`src/rtl/hilo_div_unit_pkg.sv`:
```
// rtl/hilo_div_unit_pkg.sv - shared state encodings for the HI/LO divider
package hilo_div_unit_pkg;

    typedef enum logic [1:0] {
        DIV_IDLE = 2'd0,
        DIV_ITER = 2'd1,
        DIV_FIX  = 2'd2,
        DIV_DONE = 2'd3
    } div_state_t;

endpackage

```
`src/rtl/hilo_div_unit_restore_step.sv`:
```
// rtl/hilo_div_unit_restore_step.sv - one combinational radix-2 restoring division step
module div_restore_step #(
    parameter int WIDTH = 32
) (
    input  logic [WIDTH-1:0] rem,
    input  logic [WIDTH-1:0] quo,
    input  logic [WIDTH-1:0] divisor,
    output logic [WIDTH-1:0] rem_next,
    output logic [WIDTH-1:0] quo_next
);

    // The shifted partial remainder is WIDTH+1 bits so the trial-subtract
    // borrow lands in the top bit. The kept remainder is always below the
    // divisor, so it fits back into WIDTH bits.
    logic [WIDTH:0] shifted;
    logic [WIDTH:0] trial;
    logic           fits;

    // Shift in the next dividend bit, trial-subtract, restore on borrow
    always_comb begin
        shifted  = {rem, quo[WIDTH-1]};
        trial    = shifted - {1'b0, divisor};
        fits     = ~trial[WIDTH];
        rem_next = fits ? trial[WIDTH-1:0] : shifted[WIDTH-1:0];
        quo_next = {quo[WIDTH-2:0], fits};
    end

endmodule

```
`src/rtl/hilo_div_unit.sv`:
```
// rtl/hilo_div_unit.sv - iterative signed/unsigned divider feeding the HI/LO path
module hilo_div_unit
    import hilo_div_unit_pkg::*;
#(
    parameter int WIDTH = 32
) (
    input  logic             clk,
    input  logic             rst,
    input  logic             start,
    input  logic             signed_div,
    input  logic             cancel,
    input  logic [WIDTH-1:0] a,
    input  logic [WIDTH-1:0] b,
    output logic             busy,
    output logic             done,
    output logic             div_by_zero,
    output logic [WIDTH-1:0] quotient,
    output logic [WIDTH-1:0] remainder
);

    localparam int CNT_W = $clog2(WIDTH + 1);

    div_state_t       state;
    div_state_t       state_nxt;
    logic [CNT_W-1:0] cnt;
    logic [WIDTH-1:0] rem_q;
    logic [WIDTH-1:0] quo_q;
    logic [WIDTH-1:0] dvs_q;
    logic             sign_q;
    logic             sign_r;
    logic             dz_q;
    logic [WIDTH-1:0] rem_nxt;
    logic [WIDTH-1:0] quo_nxt;
    logic [WIDTH-1:0] a_mag;
    logic [WIDTH-1:0] b_mag;
    logic             last_iter;
    logic             accept;

    // Negating the most-negative value wraps to itself, which read as
    // unsigned is exactly its magnitude 2^(WIDTH-1).
    assign a_mag     = (signed_div && a[WIDTH-1]) ? (~a + 1'b1) : a;
    assign b_mag     = (signed_div && b[WIDTH-1]) ? (~b + 1'b1) : b;
    assign last_iter = (cnt == CNT_W'(WIDTH - 1));
    assign accept    = start && !cancel;

    assign busy        = (state != DIV_IDLE);
    assign done        = (state == DIV_DONE);
    assign div_by_zero = done && dz_q;

    div_restore_step #(
        .WIDTH (WIDTH)
    ) u_step (
        .rem      (rem_q),
        .quo      (quo_q),
        .divisor  (dvs_q),
        .rem_next (rem_nxt),
        .quo_next (quo_nxt)
    );

    // State register
    always_ff @(posedge clk) begin
        if (!rst) begin
            state <= DIV_IDLE;
        end else begin
            state <= state_nxt;
        end
    end

    // Next-state logic; cancel wins everywhere, start only counts in IDLE
    always_comb begin
        state_nxt = state;
        case (state)
            DIV_IDLE: if (accept) state_nxt = DIV_ITER;
            DIV_ITER: begin
                if (cancel) begin
                    state_nxt = DIV_IDLE;
                end else if (last_iter) begin
                    state_nxt = DIV_FIX;
                end
            end
            DIV_FIX:  state_nxt = cancel ? DIV_IDLE : DIV_DONE;
            DIV_DONE: state_nxt = DIV_IDLE;
            default:  state_nxt = DIV_IDLE;
        endcase
    end

    // Operand capture, iteration and sign fix-up of the results
    always_ff @(posedge clk) begin
        if (!rst) begin
            cnt       <= '0;
            rem_q     <= '0;
            quo_q     <= '0;
            dvs_q     <= '0;
            sign_q    <= 1'b0;
            sign_r    <= 1'b0;
            dz_q      <= 1'b0;
            quotient  <= '0;
            remainder <= '0;
        end else begin
            case (state)
                DIV_IDLE: begin
                    if (accept) begin
                        cnt    <= '0;
                        rem_q  <= '0;
                        quo_q  <= a_mag;
                        dvs_q  <= b_mag;
                        sign_q <= signed_div && (a[WIDTH-1] ^ b[WIDTH-1]);
                        sign_r <= signed_div && a[WIDTH-1];
                        dz_q   <= (b == '0);
                    end
                end
                DIV_ITER: begin
                    rem_q <= rem_nxt;
                    quo_q <= quo_nxt;
                    cnt   <= cnt + 1'b1;
                end
                DIV_FIX: begin
                    // A zero divisor leaves all-ones / |a| in the datapath;
                    // the quotient sign flip must not apply to it, while
                    // negating |a| by sign_r restores a as sampled.
                    if (!cancel) begin
                        if (dz_q) begin
                            quotient <= '1;
                        end else begin
                            quotient <= sign_q ? (~quo_q + 1'b1) : quo_q;
                        end
                        remainder <= sign_r ? (~rem_q + 1'b1) : rem_q;
                    end
                end
                default: ;
            endcase
        end
    end

endmodule

```
`config.mk`:
```
export PLATFORM = sky130hd
export DESIGN_NAME = hilo_div_unit
export DESIGN_NICKNAME = d
export VERILOG_FILES = /design/src/rtl/hilo_div_unit_pkg.sv /design/src/rtl/hilo_div_unit_restore_step.sv /design/src/rtl/hilo_div_unit.sv
export SDC_FILE = /design/constraint.sdc
export NUM_CORES = 1
export LEC_CHECK = 0
export ABC_AREA = 1
export ABC_CLOCK_PERIOD_IN_PS = 2400
export CORE_UTILIZATION = 35
export CTS_CLUSTER_DIAMETER = 40
export DETAILED_ROUTE_END_ITERATION = 10
export GPL_TIMING_DRIVEN = 0
export PLACE_DENSITY = 0.58
export SKIP_CTS_REPAIR_TIMING = 1
export SYNTH_ARGS = -nofsm -noshare
export SYNTH_HDL_FRONTEND = slang
export SYNTH_SLANG_ARGS = --single-unit
```
`constraint.sdc`:
```
create_clock -name clk -period 2.4 [get_ports clk]
set_clock_uncertainty 0.1 [all_clocks]
set_input_delay 0.24 -clock clk [delete_from_list [all_inputs] [get_ports clk]]
set_output_delay 0.24 -clock clk [all_outputs]
set_load 0.03 [all_outputs]
```
# --- Word level (Yosys, flattened, before mapping) ---
# Index checks and enable logic that the tools add are counted.
classes:
  addsub: 6
  n_mul: 0
  div_mod_pow: 0
  order_cmp: 0
  n_eq_ne: 6
  shift: 0
  n_mux: 17
  n_bitwise: 7
  n_reduce_logical: 14
ops:
  columns: ["cell", "count"]
  rows:
  - ["2-to-1 mux 32 bit", 8]
  - ["adder 32 x 1 -> 32 bit, second input constant", 4]
  - ["NOT 32 bit", 4]
  - ["case mux 32 bit (2 select lines)", 2]
  - ["subtractor 33 x 32 -> 33 bit", 1]
  - ["logical NOT 32 bit", 1]
  - ["case mux 6 bit (2 select lines)", 1]
  - ["2-to-1 mux 2 bit", 4]
  - ["case mux 2 bit (4 select lines)", 1]
  - ["AND reduction 2 bit", 4]
  - ["adder 6 x 1 -> 6 bit, second input constant", 1]
  - ["== test 6 x 5 -> 1 bit, second input constant", 1]
  - ["2-to-1 mux 6 bit", 1]
  - ["logical AND 1 bit", 5]
  - ["== test 2 bit, second input constant", 2]
  - ["nonzero test 2 bit", 2]
  - ["inequality test 3 bit, second input constant", 1]
  - ["== test 2 x 1 -> 1 bit, second input constant", 1]
  - ["logical NOT 2 bit", 1]
  - ["inequality test 2 bit, second input constant", 1]
  - ["NOT 1 bit", 2]
  - ["logical NOT 1 bit", 1]
  - ["bitwise XOR 1 bit", 1]
totals:
  reg_bits: 171
  latch_bits: 0
  ram_bits: 0
  mem_bits_ro: 0
  input_bits: 69
  output_inout_bits: 67
  word_cells: 60
  memories: 0

# --- Logic depth before layout (Yosys ltp) ---
depth:
  ltp_word: 5
  mapped_depth: 19

# --- Modules after synthesis ---
# From an unflattened synthesis, not the netlist that was laid out.
hier_totals:
  cells_unflattened: 2333
  hier_area_um2: 13685.6
by_module_without_submodules:
  columns: ["mod", "instances", "cells_each", "area_each_um2", "seq_area_each_um2"]
  rows:
  - ["hilo_div_unit", 1, 1621, 10294.9, 3423.3]
  - ["div_restore_step", 1, 712, 3390.8, 0.0]

# --- Least setup slack after synthesis ---
# No wires, ideal clock.
synth_path:
  path_kind: "reg-to-reg"
  startpoint: "reg quo_q[31]"
  endpoint: "reg rem_q[10]"
  setup_ps: 138
  t_arrival_ps: 2160
  required_time_ps: 2162
  slack_ps: 3
  path_stages_with_launch: 17
  path_buffers: 1
  path_cell_list: "dfxtp_1 -> inv_1 -> ha_1 -> fa_1 -> inv_1 -> nand2_1 -> nand2_1 -> nand3_2 -> nand2_2 -> nand2_2 -> nand2_4 -> nand2_4 -> nand3_4 -> clkbuf_1 -> nand3_1 -> nand3_2 -> a21oi_2"
synth_between:
  elab_chain_cells: 3
synth_lines:
  columns: ["element", "line_no", "source"]
  rows:
  - ["start: declaration", "hilo_div_unit.sv:27", "logic [WIDTH-1:0] quo_q;"]
  - ["start signal: assignment", "hilo_div_unit.sv:105", "quo_q <= a_mag;"]
  - ["start signal: assignment", "hilo_div_unit.sv:114", "quo_q <= quo_nxt;"]
  - ["subtractor 33 x 32 -> 33 bit", "hilo_div_unit_restore_step.sv:22", "trial = shifted - {1'b0, divisor};"]
  - ["2-to-1 mux 32 bit", "hilo_div_unit_restore_step.sv:24", "rem_next = fits ? trial[WIDTH-1:0] : shifted[WIDTH-1:0];"]
  - ["case mux 32 bit (2 select lines)", "hilo_div_unit.sv:100", "case (state)"]
  - ["end signal: assignment", "hilo_div_unit.sv:113", "rem_q <= rem_nxt;"]
  - ["end: declaration", "hilo_div_unit.sv:26", "logic [WIDTH-1:0] rem_q;"]
# Every way passes these cells.
# A chain may end at the register's enable or synchronous reset.

# --- Final worst setup path ---
layout_path:
  startpoint: "reg quo_q[31]"
  endpoint: "reg rem_q[14]"
# The elaborated chain is that of the path after synthesis.

==> summary.txt <==
total gr overflow: 0
syn nets: 2173
IO buf count: 134
Worst IR Drop VDD: 0.556 mV
RD Place Congestion: 0.987
Clock Tree Root: clkbuf_16
CTS Buffer Depth: 2
power density cells: 555 nW/um^2
Filler cells: 3727
CP Launch Type: flip-flop
switch share: 0.362
drt initial violations: 1159
Hold Crit Depth: 1
CP endpoint kind: flip-flop
Post-synth EDFFs: 0
Area Growth Syn to Fin: 24.6%
Yosys Warn Count: 0
Cell Area, Synth: 12500 sq um
syn_area_per_cell: 6.07 sq um
drt total wl: 47.8 mm
Setup TNS: -1.88 ns
Synth Register Bits: 171
cells after synthesis: 2066
Final Setup Violations: 30
slew at the pin closest to its max-slew limit: 0.869 ns
Slew HR: 0.420
Critical Path AT: 2.71 ns
Die Y: 191 um
R2R depth: 19
initial core utilization: 0.360
Clock Sinks: 171
Layout Utilization: 0.448
Reg clk slew, reported paths: 0.08 ns
worst min-delay path class: flip-flop to flip-flop
CP Max Fanout: 6
kind of critical path: flip-flop to flip-flop
MaxCap Viol Count: 0
failing checks: negative setup slack
core area: 34900 sq um
post-DP HPWL: 39.2 mm
vias in the first global route: 12.9k
Clk pwr share: 0.344
top post-synthesis cells by area: dfxtp_1 27%, nand2_1 16%, inv_1 9.7%, nand3_1 6.7%, nor2_1 5.3%
first-pass GRT wire length: 73.1 mm
# diodes: 0
commonest non-fill, non-tap cell in the layout: nand2_1
Final ANT Viol Nets: 0
Tmin final: 2.51 ns
Die ar.: 36600 sq um
Horiz. Die Dim: 191 um
TritonCTS clock tree: done
layout cells sized above 1: 0.0921
fin nets: 2341
leakage power: 7.21 nW
power share of the combinational group: 0.305
TritonCTS buffer count: 17
Pins Over Slew Limit: 0
ys flop type: dfxtp_1
Internal Power: 5.53 mW
antenna violations before repair: 1
Setup WS post-layout: -0.113 ns
largest net degree at the start of global routing: 18
IO Count: 136
# DRC: 0
drt pass-1 iters: 5
post-synth top area cell: dfxtp_1
via/cell ratio: 5.16
commonest cells after routing, fill and taps aside: 526 x nand2_1, 322 x inv_1, 167 x nor2_1, 159 x nand3_1, 151 x dfxtp_1
net load switching power: 3.14 mW
final hold violation count: 0
row cnt: 68
Period Utilization, post-route: 1.05
worst-skew pair later-pin latency: 0.45 ns
Seq/Total Area, Yosys: 0.273
mean routed wirelength per cell: 17.7 um
ys async rst share: 0
post-synth top area share: 0.273
H-tree Lvls: 4
RSZ-0062 raised after global routing: yes
All-Layer GR Usage: 0.262
critical path required time: 2.59 ns
vias: 13.9k
status: complete, but fails checks
Fmax achieved: 398 MHz
Flop pwr share: 0.351
number of library cell types mapped by synthesis: 46
## stage by stage
step,area (sq um),std cells,total power [mW],setup slack (ns),hold slack [ns]
5_1_grt,15600,2702,9.13,-0.232,0.406
3_5_place_dp,14500,2655,5.49,-0.965,0.369
3_3_place_gp,14500,2655,5.47,-0.986,0.358
6_report,15600,2702,8.67,-0.113,0.389
2_1_floorplan,12500,2066,4.71,0.00280,0.310
4_1_cts,15100,2687,8.46,-0.603,0.376
## per-layer routing
metal  wire length [um]  global-route usage  vias up
li1                   -                   -     7017
met1              22400               0.361     6425
met2              21600               0.425      445
met3               2760              0.0334       60
met4               1090              0.0723        2
met5                 13                   0        -
## area by class of cell
class	count	area [sq um]	share of cell area
well taps	455	569	0.0364
flip-flops and latches	171	3450	0.221
inverters	344	1290	0.0827
clock inverters	15	203	0.0130
multi-input cells	1476	7870	0.503
repair buffers	149	1490	0.0952
clock buffers	17	425	0.0272
plain buffers	75	333	0.0213
## cells in the mapped netlist (30+ instances only)
| master | number |
|---|---|
| a21oi_1 | 121 |
| a31oi_1 | 36 |
| clkbuf_1 | 61 |
| dfxtp_1 | 171 |
| ha_1 | 37 |
| inv_1 | 324 |
| nand2_1 | 533 |
| nand3_1 | 168 |
| nor2_1 | 178 |
| nor3_1 | 30 |
| o21ai_0 | 128 |
| xor2_1 | 44 |
## worst paths after layout
path	end	slack [ns]	startpoint
max	rem_q[14]	-0.11	quo_q[31]
min	cnt[5]	0.39	cnt[5]
max reg2reg	rem_q[14]	-0.11	quo_q[31]
min reg2reg	cnt[5]	0.39	cnt[5]
## worst max-delay path: stages (launching register included)
cell and delay, ns:
dfxtp_2 0.36, inv_4 0.07, ha_4 0.17, fa_2 0.36, inv_2 0.07, nand2_2 0.05
nand2_2 0.10, nand3_2 0.09, nand2_4 0.10, nand2_4 0.05, nand2_4 0.07, nand2_4 0.08
nand2_4 0.08, nand2_4 0.07, nand2_4 0.10, buf_8 0.12, buf_8 0.12, nand2_4 0.04
nand3_2 0.08, a21oi_2 0.06
## flip-flops by register name (all words and copies together), names as in the netlist
| name | count |
|---|---|
| remainder | 32 |
| quo_q | 32 |
| cnt | 6 |
| sign_r | 1 |
| quotient | 32 |
| rem_q | 32 |
| sign_q | 1 |
| state | 2 |
| dz_q | 1 |
| dvs_q | 32 |
## power groups by stage
stage | Clock (mW) | Combinational (mW) | Sequential [mW]
floorplan | 0 | 1.64 | 3.07
global placement | 0 | 2.38 | 3.10
detailed placement | 0 | 2.39 | 3.10
CTS | 3.03 | 2.40 | 3.03
global route | 3.14 | 2.93 | 3.05
finish | 2.98 | 2.65 | 3.04
## kinds of logic after synthesis
| kind of cell | synth area share |
|---|---|
| XOR/XNOR | 0.0426 |
| AND/OR/NAND/NOR | 0.345 |
| AO/OA/AOI/OAI | 0.174 |
| buffers and inverters | 0.127 |
| flip-flops | 0.273 |
| adder cells (fa/ha/maj) | 0.0385 |
(Power assumes the default switching activity.)
